==> src/rtl/sync_fifo_pkg.sv <==
// Default geometry and flag thresholds shared by the FIFO, its interface and the bench.
package sync_fifo_pkg;
    localparam int DEF_DATA_W   = 8;
    localparam int DEF_ADDR_W   = 4;
    localparam int DEF_AE_TH    = 2;
    localparam int DEF_AF_TH    = 14;
endpackage

==> src/rtl/sync_fifo_if.sv <==
// Write/read request bundle and status outputs of sync_fifo.
// master: the side that issues requests; slave: the FIFO itself.
interface sync_fifo_if
    import sync_fifo_pkg::*;
#(
    parameter int DATA_W = DEF_DATA_W,
    parameter int ADDR_W = DEF_ADDR_W
);
    logic [DATA_W-1:0] data_in;
    logic              wr_en;
    logic              rd_en;
    logic [DATA_W-1:0] data_out;
    logic [ADDR_W:0]   data_count;
    logic              empty;
    logic              full;
    logic              almst_empty;
    logic              almst_full;
    logic              err;

    modport master (
        output data_in, wr_en, rd_en,
        input  data_out, data_count, empty, full, almst_empty, almst_full, err
    );

    modport slave (
        input  data_in, wr_en, rd_en,
        output data_out, data_count, empty, full, almst_empty, almst_full, err
    );
endinterface

==> src/rtl/fifo_mem_dp.sv <==
// Simple dual-port RAM: synchronous write, registered read (1 cycle), no backpressure.
// Only the read register is reset; the array keeps its contents.
module fifo_mem_dp #(
    parameter int DATA_W = 8,
    parameter int ADDR_W = 4
) (
    input  logic              clk,
    input  logic              n_reset,
    input  logic              i_wr_en,
    input  logic [ADDR_W-1:0] i_wr_addr,
    input  logic [DATA_W-1:0] i_wr_dat,
    input  logic              i_rd_en,
    input  logic [ADDR_W-1:0] i_rd_addr,
    output logic [DATA_W-1:0] o_rd_dat
);
    logic [DATA_W-1:0] r_mem [2**ADDR_W];
    logic [DATA_W-1:0] r_rd_dat;

    always_ff @(posedge clk) begin
        if (i_wr_en) begin
            r_mem[i_wr_addr] <= i_wr_dat;
        end
    end

    always_ff @(posedge clk) begin
        if (!n_reset) begin
            r_rd_dat <= '0;
        end else if (i_rd_en) begin
            r_rd_dat <= r_mem[i_rd_addr];
        end
    end

    assign o_rd_dat = r_rd_dat;
endmodule

==> src/rtl/sync_fifo.sv <==
// Single-clock FIFO; read data registered, valid the cycle after an accepted rd_en.
// full blocks writes unless a read frees a slot the same cycle; rejected accesses pulse err.
module sync_fifo
    import sync_fifo_pkg::*;
#(
    parameter int DATA_W         = DEF_DATA_W,
    parameter int ADDR_W         = DEF_ADDR_W,
    parameter int ALMST_EMPTY_TH = DEF_AE_TH,
    parameter int ALMST_FULL_TH  = DEF_AF_TH
) (
    input  logic    clk,
    input  logic    n_reset,
    sync_fifo_if.slave bus
);
    localparam logic [ADDR_W:0]   DEPTH_C = (ADDR_W+1)'(2**ADDR_W);
    localparam logic [ADDR_W:0]   AE_TH_C = (ADDR_W+1)'(ALMST_EMPTY_TH);
    localparam logic [ADDR_W:0]   AF_TH_C = (ADDR_W+1)'(ALMST_FULL_TH);
    localparam logic [ADDR_W:0]   CNT_ONE = (ADDR_W+1)'(1);
    localparam logic [ADDR_W-1:0] PTR_ONE = ADDR_W'(1);

    logic [ADDR_W-1:0] r_wr_ptr;
    logic [ADDR_W-1:0] r_rd_ptr;
    logic [ADDR_W:0]   r_count;
    logic              r_err;

    logic              w_empty;
    logic              w_full;
    logic              w_rd_acc;
    logic              w_wr_acc;
    logic              w_reject;

    assign w_empty  = (r_count == '0);
    assign w_full   = (r_count == DEPTH_C);
    assign w_rd_acc = bus.rd_en & ~w_empty;
    // A read at full frees the slot the concurrent write lands in.
    assign w_wr_acc = bus.wr_en & (~w_full | w_rd_acc);
    assign w_reject = (bus.wr_en & ~w_wr_acc) | (bus.rd_en & ~w_rd_acc);

    always_ff @(posedge clk) begin
        if (!n_reset) begin
            r_wr_ptr <= '0;
            r_rd_ptr <= '0;
            r_count  <= '0;
            r_err    <= 1'b0;
        end else begin
            r_err <= w_reject;
            if (w_wr_acc) begin
                r_wr_ptr <= r_wr_ptr + PTR_ONE;
            end
            if (w_rd_acc) begin
                r_rd_ptr <= r_rd_ptr + PTR_ONE;
            end
            case ({w_wr_acc, w_rd_acc})
                2'b10:   r_count <= r_count + CNT_ONE;
                2'b01:   r_count <= r_count - CNT_ONE;
                default: r_count <= r_count;
            endcase
        end
    end

    fifo_mem_dp #(
        .DATA_W (DATA_W),
        .ADDR_W (ADDR_W)
    ) u_mem (
        .clk       (clk),
        .n_reset   (n_reset),
        .i_wr_en   (w_wr_acc),
        .i_wr_addr (r_wr_ptr),
        .i_wr_dat  (bus.data_in),
        .i_rd_en   (w_rd_acc),
        .i_rd_addr (r_rd_ptr),
        .o_rd_dat  (bus.data_out)
    );

    assign bus.data_count  = r_count;
    assign bus.empty       = w_empty;
    assign bus.full        = w_full;
    assign bus.almst_empty = (r_count <= AE_TH_C);
    assign bus.almst_full  = (r_count >= AF_TH_C);
    assign bus.err         = r_err;
endmodule

==> src/flat_wrapper.sv <==
// flat-port wrapper written by rule: the top's interface ports become plain ports
module sync_fifo_flat import sync_fifo_pkg::*;
#(
    parameter int DATA_W         = DEF_DATA_W,
    parameter int ADDR_W         = DEF_ADDR_W,
    parameter int ALMST_EMPTY_TH = DEF_AE_TH,
    parameter int ALMST_FULL_TH  = DEF_AF_TH
)
  (clk, n_reset, bus_data_in, bus_wr_en, bus_rd_en, bus_data_out, bus_data_count, bus_empty, bus_full, bus_almst_empty, bus_almst_full, bus_err);
  sync_fifo_if #(.DATA_W(DATA_W), .ADDR_W(ADDR_W)) bus_i ();
  input  logic clk;
  input  logic n_reset;
  input wire logic [$bits(bus_i.data_in)-1:0] bus_data_in;
  input wire logic [$bits(bus_i.wr_en)-1:0] bus_wr_en;
  input wire logic [$bits(bus_i.rd_en)-1:0] bus_rd_en;
  output wire logic [$bits(bus_i.data_out)-1:0] bus_data_out;
  output wire logic [$bits(bus_i.data_count)-1:0] bus_data_count;
  output wire logic [$bits(bus_i.empty)-1:0] bus_empty;
  output wire logic [$bits(bus_i.full)-1:0] bus_full;
  output wire logic [$bits(bus_i.almst_empty)-1:0] bus_almst_empty;
  output wire logic [$bits(bus_i.almst_full)-1:0] bus_almst_full;
  output wire logic [$bits(bus_i.err)-1:0] bus_err;
  assign bus_i.data_in = bus_data_in;
  assign bus_i.wr_en = bus_wr_en;
  assign bus_i.rd_en = bus_rd_en;
  assign bus_data_out = bus_i.data_out;
  assign bus_data_count = bus_i.data_count;
  assign bus_empty = bus_i.empty;
  assign bus_full = bus_i.full;
  assign bus_almst_empty = bus_i.almst_empty;
  assign bus_almst_full = bus_i.almst_full;
  assign bus_err = bus_i.err;
  sync_fifo #(.DATA_W(DATA_W), .ADDR_W(ADDR_W), .ALMST_EMPTY_TH(ALMST_EMPTY_TH), .ALMST_FULL_TH(ALMST_FULL_TH)) u_core (.clk(clk), .n_reset(n_reset), .bus(bus_i));
endmodule
==> config.mk <==
export PLATFORM = sky130hd
export DESIGN_NAME = sync_fifo_flat
export DESIGN_NICKNAME = d
export VERILOG_FILES = /design/src/rtl/sync_fifo_pkg.sv /design/src/rtl/sync_fifo_if.sv /design/src/rtl/fifo_mem_dp.sv /design/src/rtl/sync_fifo.sv /design/src/flat_wrapper.sv
export SDC_FILE = /design/constraint.sdc
export NUM_CORES = 1
export LEC_CHECK = 0
export BUFFER_PORTS_ARGS = -buffer_cell sky130_fd_sc_hd__buf_4
export CORE_AREA = 5 5 118 120
export CTS_CLUSTER_DIAMETER = 150
export CTS_CLUSTER_SIZE = 24
export DETAILED_ROUTE_END_ITERATION = 6
export DIE_AREA = 0 0 123 125
export PLACE_DENSITY = 0.66
export SLEW_MARGIN = 20
export SYNTH_ARGS = -nofsm -noshare
export SYNTH_HDL_FRONTEND = slang
export SYNTH_HIERARCHICAL = 1
export SYNTH_SLANG_ARGS = --single-unit
==> constraint.sdc <==
create_clock -name clk -period 3.8 [get_ports clk]
set_input_delay 0.19 -clock clk [delete_from_list [all_inputs] [get_ports clk]]
set_output_delay 0.19 -clock clk [all_outputs]
set_load 0.02 [all_outputs]
Word-level counts from Yosys, hierarchy flattened:

Memories as Yosys holds them, arrays and structs flattened. A register that Yosys moved wholly into a read port is not among the register bits.
Cells that the tools add are included.

* register bits after elaboration: 14
* memory bits (writable): 128
* input bits: 12
* output and inout bits: 18
* logic and storage cells: 30
* memories: 1

* add/subtract/negate cells: 4
* $lt $le $gt $ge: 2
* eq/ne operators: 3
* muxes and demuxes: 3
* bitwise operators: 10
* reduce and logical (&&, ||, !) cells: 3

Memory list
* u_core.u_mem.r_mem: depth 16, width 8, rd ports 1, clocked after Yosys merged registers in 1, write ports 1, line fifo_mem_dp.sv:16 `logic [DATA_W-1:0] r_mem [2**ADDR_W];`

Operators with widths (number)
* $pmux W5 S2: 1
* $add A4 B1 Y4 const B: 2
* $add A5 B1 Y5 const B: 1
* $eq A5 B5 Y1 const B: 1
* $ge A5 B4 Y1 const B: 1
* $le A5 B2 Y1 const B: 1
* $logic_not A5 Y1: 1
* $sub A5 B1 Y5 const B: 1
* $and A1 B1 Y1: 4
* $not A1 Y1: 4
* $eq A2 B1 Y1 const B: 1
* $eq A2 B2 Y1 const B: 1
* $mux W1: 2
* $or A1 B1 Y1: 2
* $reduce_bool A2 Y1: 1
* $logic_not A1 Y1: 1

Logic depth before layout (Yosys ltp):

* depth after elaboration: 8
* depth in mapped cells: 11
* gate-level depth less buffers: 10

Modules after synthesis:

The synthesis kept the hierarchy.

By module, submodules not included
* fifo_mem_dp: instances 1, cells each 318, area each 5351.4 um2, sequential area each 4003.8 um2
* sync_fifo: instances 1, cells each 90, area each 815.8 um2, sequential area each 280.3 um2

Least setup slack after synthesis:

Ideal clock, no wire load.

* kind: reg-to-reg
* from: register u_core.r_count[0], in the netlist u_core/bus.data_count[0]
* to: register u_core.r_count[3], in the netlist u_core/bus.data_count[3]
* setup time: 0.062 ns
* arrival: 2.736 ns
* required time: 3.738 ns
* slack: 1.001 ns
* stages on the path, launching flop included: 11
* buffers on the path: 1
* period minus slack after synthesis: 2.799 ns
* cells stage by stage: dfxtp_1 > or4_1 > buf_6 > o21ai_4 > inv_1 > ha_1 > ha_1 > a21o_2 > a21oi_1 > or4b_2 > nand3_1

* longest elaborated chain between the ends: 7
* elaborated cells on any way between the ends: 13
* those cells by class: add/sub (2); eq/ne (3); mux (1); bitwise (5); reduce/logical (2)

RTL lines
* from (decl): line sync_fifo.sv:23 `logic [ADDR_W:0] r_count;`
* from (signal assigned): line sync_fifo.sv:54 `2'b10: r_count <= r_count + CNT_ONE;`
* from (signal assigned): line sync_fifo.sv:55 `2'b01: r_count <= r_count - CNT_ONE;`
* from (signal assigned): line sync_fifo.sv:56 `default: r_count <= r_count;`
* $logic_not A5 Y1 *: line sync_fifo.sv:32 `assign w_empty = (r_count == '0);`
* $not A1 Y1 *: line sync_fifo.sv:34 `assign w_rd_acc = bus.rd_en & ~w_empty;`
* $and A1 B1 Y1 *: line sync_fifo.sv:34
* net u_core.w_rd_acc: line sync_fifo.sv:28 `logic w_rd_acc;`
* $or A1 B1 Y1: line sync_fifo.sv:36 `assign w_wr_acc = bus.wr_en & (~w_full | w_rd_acc);`
* $and A1 B1 Y1: line sync_fifo.sv:36
* $eq A2 B1 Y1 / $eq A2 B2 Y1 (equally long branches): line sync_fifo.sv:53 `case ({w_wr_acc, w_rd_acc})`
* $pmux W5 S2 / $reduce_bool A2 Y1 (equally long branches)

The timed path passes the listed nets; every way through them passes the cells marked *.
A chain may end at the register's enable or synchronous reset.

Worst setup path in the final report:

* from: register u_core.r_count[1], in the netlist u_core/bus.data_count[1]
* to: register u_core.r_count[4], in the netlist u_core/bus.data_count[4]

* longest elaborated chain between the ends: 7
* elaborated cells on any way between the ends: 13
* those cells by class: add/sub (2); eq/ne (3); mux (1); bitwise (5); reduce/logical (2)

RTL lines (line)
* $logic_not A5 Y1: sync_fifo.sv:32
* $not A1 Y1: sync_fifo.sv:34
* $and A1 B1 Y1: sync_fifo.sv:34
* $or A1 B1 Y1: sync_fifo.sv:36
* $and A1 B1 Y1: sync_fifo.sv:36
* $eq A2 B1 Y1 / $eq A2 B2 Y1 (equally long branches): sync_fifo.sv:53
* $pmux W5 S2 / $reduce_bool A2 Y1 (equally long branches)

Several ways; a longest one is shown, not always the timed one.

==> implementation parameters <==
Parameter                              Value

Critical path
  Most Frequent Cell on Critical Path ... sky130_fd_sc_hd__mux2i_1
  Critical path required time ... 4130 ps
  Family with the most delay on the worst path ... simple AND/OR/NAND/NOR gates
  List of cells traversed by the critical path ... or4_1 -> o21ai_4 -> ha_1 -> inv_1 -> fa_1 -> nand2b_1 -> a21oi_1 -> mux2i_1 -> mux2i_1
  Kind of end point of the critical path ... register
  Crit Path Category ... register to register
  Top fanout value on the critical path ... 7
  Combined buffer and inverter count along the critical path ... 1
  Highest-delay cell along the critical path ... sky130_fd_sc_hd__or4_1
  Element type at the critical path start ... register
  Worst endpoint data arrival time ... 3410 ps
  Max incr delay on CP ... 720 ps

Cells and area
  Number of fill cells ... 993
  Flip-flop and latch area ... 0.00429 mm^2
  Final net count ... 465
  Share of layout cells above drive strength 1 ... 15.9%
  Combined area of the multi-input logic cells ... 0.00169 mm^2
  Cell area after layout ... 0.00722 mm^2
  Diode insertion count for antenna repair ... 0
  Growth of design area from synthesis to finish ... 17.0%
  Post-route non-filler standard cell count ... 635

Timing
  Aggregate negative setup slack ... 0 ps
  Setup repair after global routing missed its margin ... no
  Slew at the pin closest to its max-slew limit ... 1000 ps
  Slew headroom ... 33.1%
  Setup violators final ... 0
  Final slew viol count ... 0
  Skew final ... 5.14 ps
  Maximum achievable frequency ... 325 MHz
  Final worst path period need ... 3070 ps
  Tcrit/Tclk final ... 80.9%
  Final hold violation count ... 0

Logic synthesis
  Total standard cell area after synthesis ... 0.00617 mm^2
  Synthesis-stage register bit count ... 150
  Cells after synthesis ... 408
  Mean Syn Cell Area ... 15.1 um^2
  Synthesized Nets ... 427
  Register area share after synthesis ... 69.5%
  Yosys warning total ... 6
  Yosys cell types ... 37

Global route
  Met2 GRT Util ... 26.6%
  Peak-usage layer in the global routing report ... met2
  Met3 demand-to-capacity share in global routing ... 4.70%
  GR Layer Usage met1 ... 21.2%
  Global-route wire length before repair ... 18900 um
  Via count of the first global-routing pass ... 3430
  Pin count of the biggest net entering global routing ... 67
  Overall overflow remaining after global route ... 0
  Total global routing track utilization ... 16.5%
  Antenna violations before repair ... 0

Route
  Residual DRC count ... 0
  Post-route antenna net violation count ... 0
  Number of design-rule violations left by the first detailed-router iteration ... 220
  Post-Route WL ... 12100 um
  Final routed wire length divided by cell count ... 19.0 um
  Post-DR vias/cell ... 5.35
  Number of detailed-routing iterations run before antenna repair ... 4
  Total vias in the final route ... 3398

Die
  DIE AREA ... 0.0154 mm^2
  Area of the core ... 0.0129 mm^2
  Initial cell density of the core ... 47.9%
  Horizontal extent of the die ... 123 um
  Row Count ... 42
  Die extent in y ... 125 um
  Count of pins on the block boundary ... 30

Placement
  Post-detail-place hpwl ... 7340 um
  Port Buffer Count ... 29
  Placer's final routability congestion estimate ... 0.819
  Post-placement cell count ... 602
  Post-Place Cell Area ... 0.00649 mm^2

CTS
  Root buf cell ... sky130_fd_sc_hd__clkbuf_16
  Insertion delay of the later-clocked pin in the worst-skew pair ... 400 ps
  Clock tree from TritonCTS ... yes
  Total clock sinks ... 150
  Number of buffers on the longest clock path ... 2
  Number of buffers created by CTS ... 17
  Clock H-tree levels ... 4
  Setup bufs post-CTS ... 0
  Cts hold-fix bufs ... 0
  Clock slew seen by the registers of the worst setup and hold paths ... 60 ps
  Number of cells upsized or downsized after cts ... 0

Power
  Leakage power of the design ... 2.40 nW
  P per Cell Area ... 643 mW/mm^2
  Largest vdd supply drop ... 0.000372 V
  Sum of internal, switching and leakage power ... 0.00464 W

Min path
  Type of the tightest min-delay check ... input port to register

Outcome
  Outcome ... completed

Run
  MaxCap Viol Count ... 0
==> placed cells by master (no fill, tap or decap), types with 4 or more instances in the layout <==
master	instances
sky130_fd_sc_hd__nor2_1	19
sky130_fd_sc_hd__nand3_1	31
sky130_fd_sc_hd__nand2_1	23
sky130_fd_sc_hd__a22oi_1	24
sky130_fd_sc_hd__nor2b_1	5
sky130_fd_sc_hd__a21oi_1	11
sky130_fd_sc_hd__mux2i_1	68
sky130_fd_sc_hd__dfxtp_1	21
sky130_fd_sc_hd__ha_1	6
sky130_fd_sc_hd__edfxtp_1	128
sky130_fd_sc_hd__bufinv_16	7
sky130_fd_sc_hd__xnor2_1	5
sky130_fd_sc_hd__nand2b_1	4
sky130_fd_sc_hd__o21a_1	4
sky130_fd_sc_hd__buf_4	36
sky130_fd_sc_hd__nor3_1	6
sky130_fd_sc_hd__clkbuf_16	17
sky130_fd_sc_hd__and2_1	8
sky130_fd_sc_hd__inv_1	7
==> cell type report <==
type                       count  area share (%)
tap                          176            3.05
clock inverter                 9            3.05
multi-input combinational    233            23.4
sequential                   150            59.4
timing repair buffer          37            4.13
clock buffer                  23            6.62
inverter                       7           0.364
==> synthesized netlist by cell type, drive strengths merged <==
| library cell | count | area share (%) |
|---|---|---|
| a21oi | 11 | 0.89 |
| nand2 | 23 | 1.4 |
| nand4b | 1 | 0.14 |
| buf | 16 | 2.6 |
| a2111oi | 1 | 0.14 |
| nand3b | 2 | 0.24 |
| nand3 | 31 | 2.5 |
| nor3 | 6 | 0.49 |
| o21a | 4 | 0.49 |
| o21ai | 4 | 0.69 |
| nor3b | 1 | 0.12 |
| xnor2 | 5 | 0.71 |
| edfxtp | 128 | 62 |
| or4b | 1 | 0.16 |
| dfxtp | 22 | 7.1 |
| xor2 | 1 | 0.14 |
| ha | 6 | 1.2 |
| o211ai | 2 | 0.24 |
| or3b | 1 | 0.14 |
| a21o | 1 | 0.14 |
| clkbuf | 2 | 0.12 |
| a22oi | 24 | 2.9 |
| inv | 7 | 0.43 |
| nor2 | 21 | 1.4 |
| nor2b | 5 | 0.51 |
| mux2i | 68 | 11 |
| and2 | 8 | 0.81 |
| or4 | 1 | 0.12 |
| nand2b | 4 | 0.41 |
| fa | 1 | 0.32 |
==> path summary, 6_finish.rpt <==
kind / to / cells after the start / from / slack (ps)
worst max-delay path: u_core/bus.data_count[4] / 9 / u_core/bus.data_count[1] / 730
worst min-delay path: u_core/u_mem/r_mem[12][4] / 1 / bus_data_in[4] / 100
worst max register to register: u_core/bus.data_count[4] / 9 / u_core/bus.data_count[1] / 730
worst min register to register: u_core/u_mem/o_rd_dat[3] / 2 / u_core/u_mem/o_rd_dat[3] / 460
==> report_power, final <==
part / internal, W / total (W) / switching (W) / leakage, nW
Clock: 0.00135 / 0.00194 / 0.000594 / 0.341
Sequential: 0.00188 / 0.00196 / 0.0000788 / 1.34
Combinational: 0.000284 / 0.000738 / 0.000454 / 0.719
Total: 0.00352 / 0.00464 / 0.00113 / 2.40
==> worst register-to-register path, delay by kind of cell, from the launching register on <==
family / cells / cell delay (ps)
AOI/OAI and AO/OA: 2 / 480
adders and majority gates: 2 / 710
buffers and inverters: 1 / 100
DFF: 1 / 370
muxes: 2 / 460
and+or+nand+nor: 2 / 880
==> cell families after synthesis <==
| family | after synthesis | synth area share, % |
|---|---|---|
| DFF | 150 | 69.5 |
| muxes | 68 | 11.0 |
| and+or+nand+nor | 105 | 8.42 |
| AOI/OAI and AO/OA | 47 | 5.52 |
| adders and majority gates | 7 | 1.54 |
| buffers and inverters | 25 | 3.16 |
| xor gates and xnor gates | 6 | 0.852 |
==> routing by layer <==
metal	vias to the layer above	routed length, um
li1	1624	-
met1	1678	5100
met2	83	6100
met3	13	601
met4	0	265
met5	-	0
==> flip-flops by register name (all words and copies together) (netlist names) <==
register / count
u_core/r_wr_ptr: 4
u_core/u_mem/r_mem: 128
u_core/u_mem/o_rd_dat: 8
u_core/bus.data_count: 5
u_core/bus.err: 1
u_core/r_rd_ptr: 4
==> stage by stage <==
step	setup WS (ps)	utilization (%)	hold slack, ps
floorplan	1000	-	289
detailed placement	772	50.4	446
CTS	739	55.9	87.7
finish	726	56.1	100
global route	577	56.1	91.9
global placement	871	50.4	443
Power figures use the tool's default switching activity.
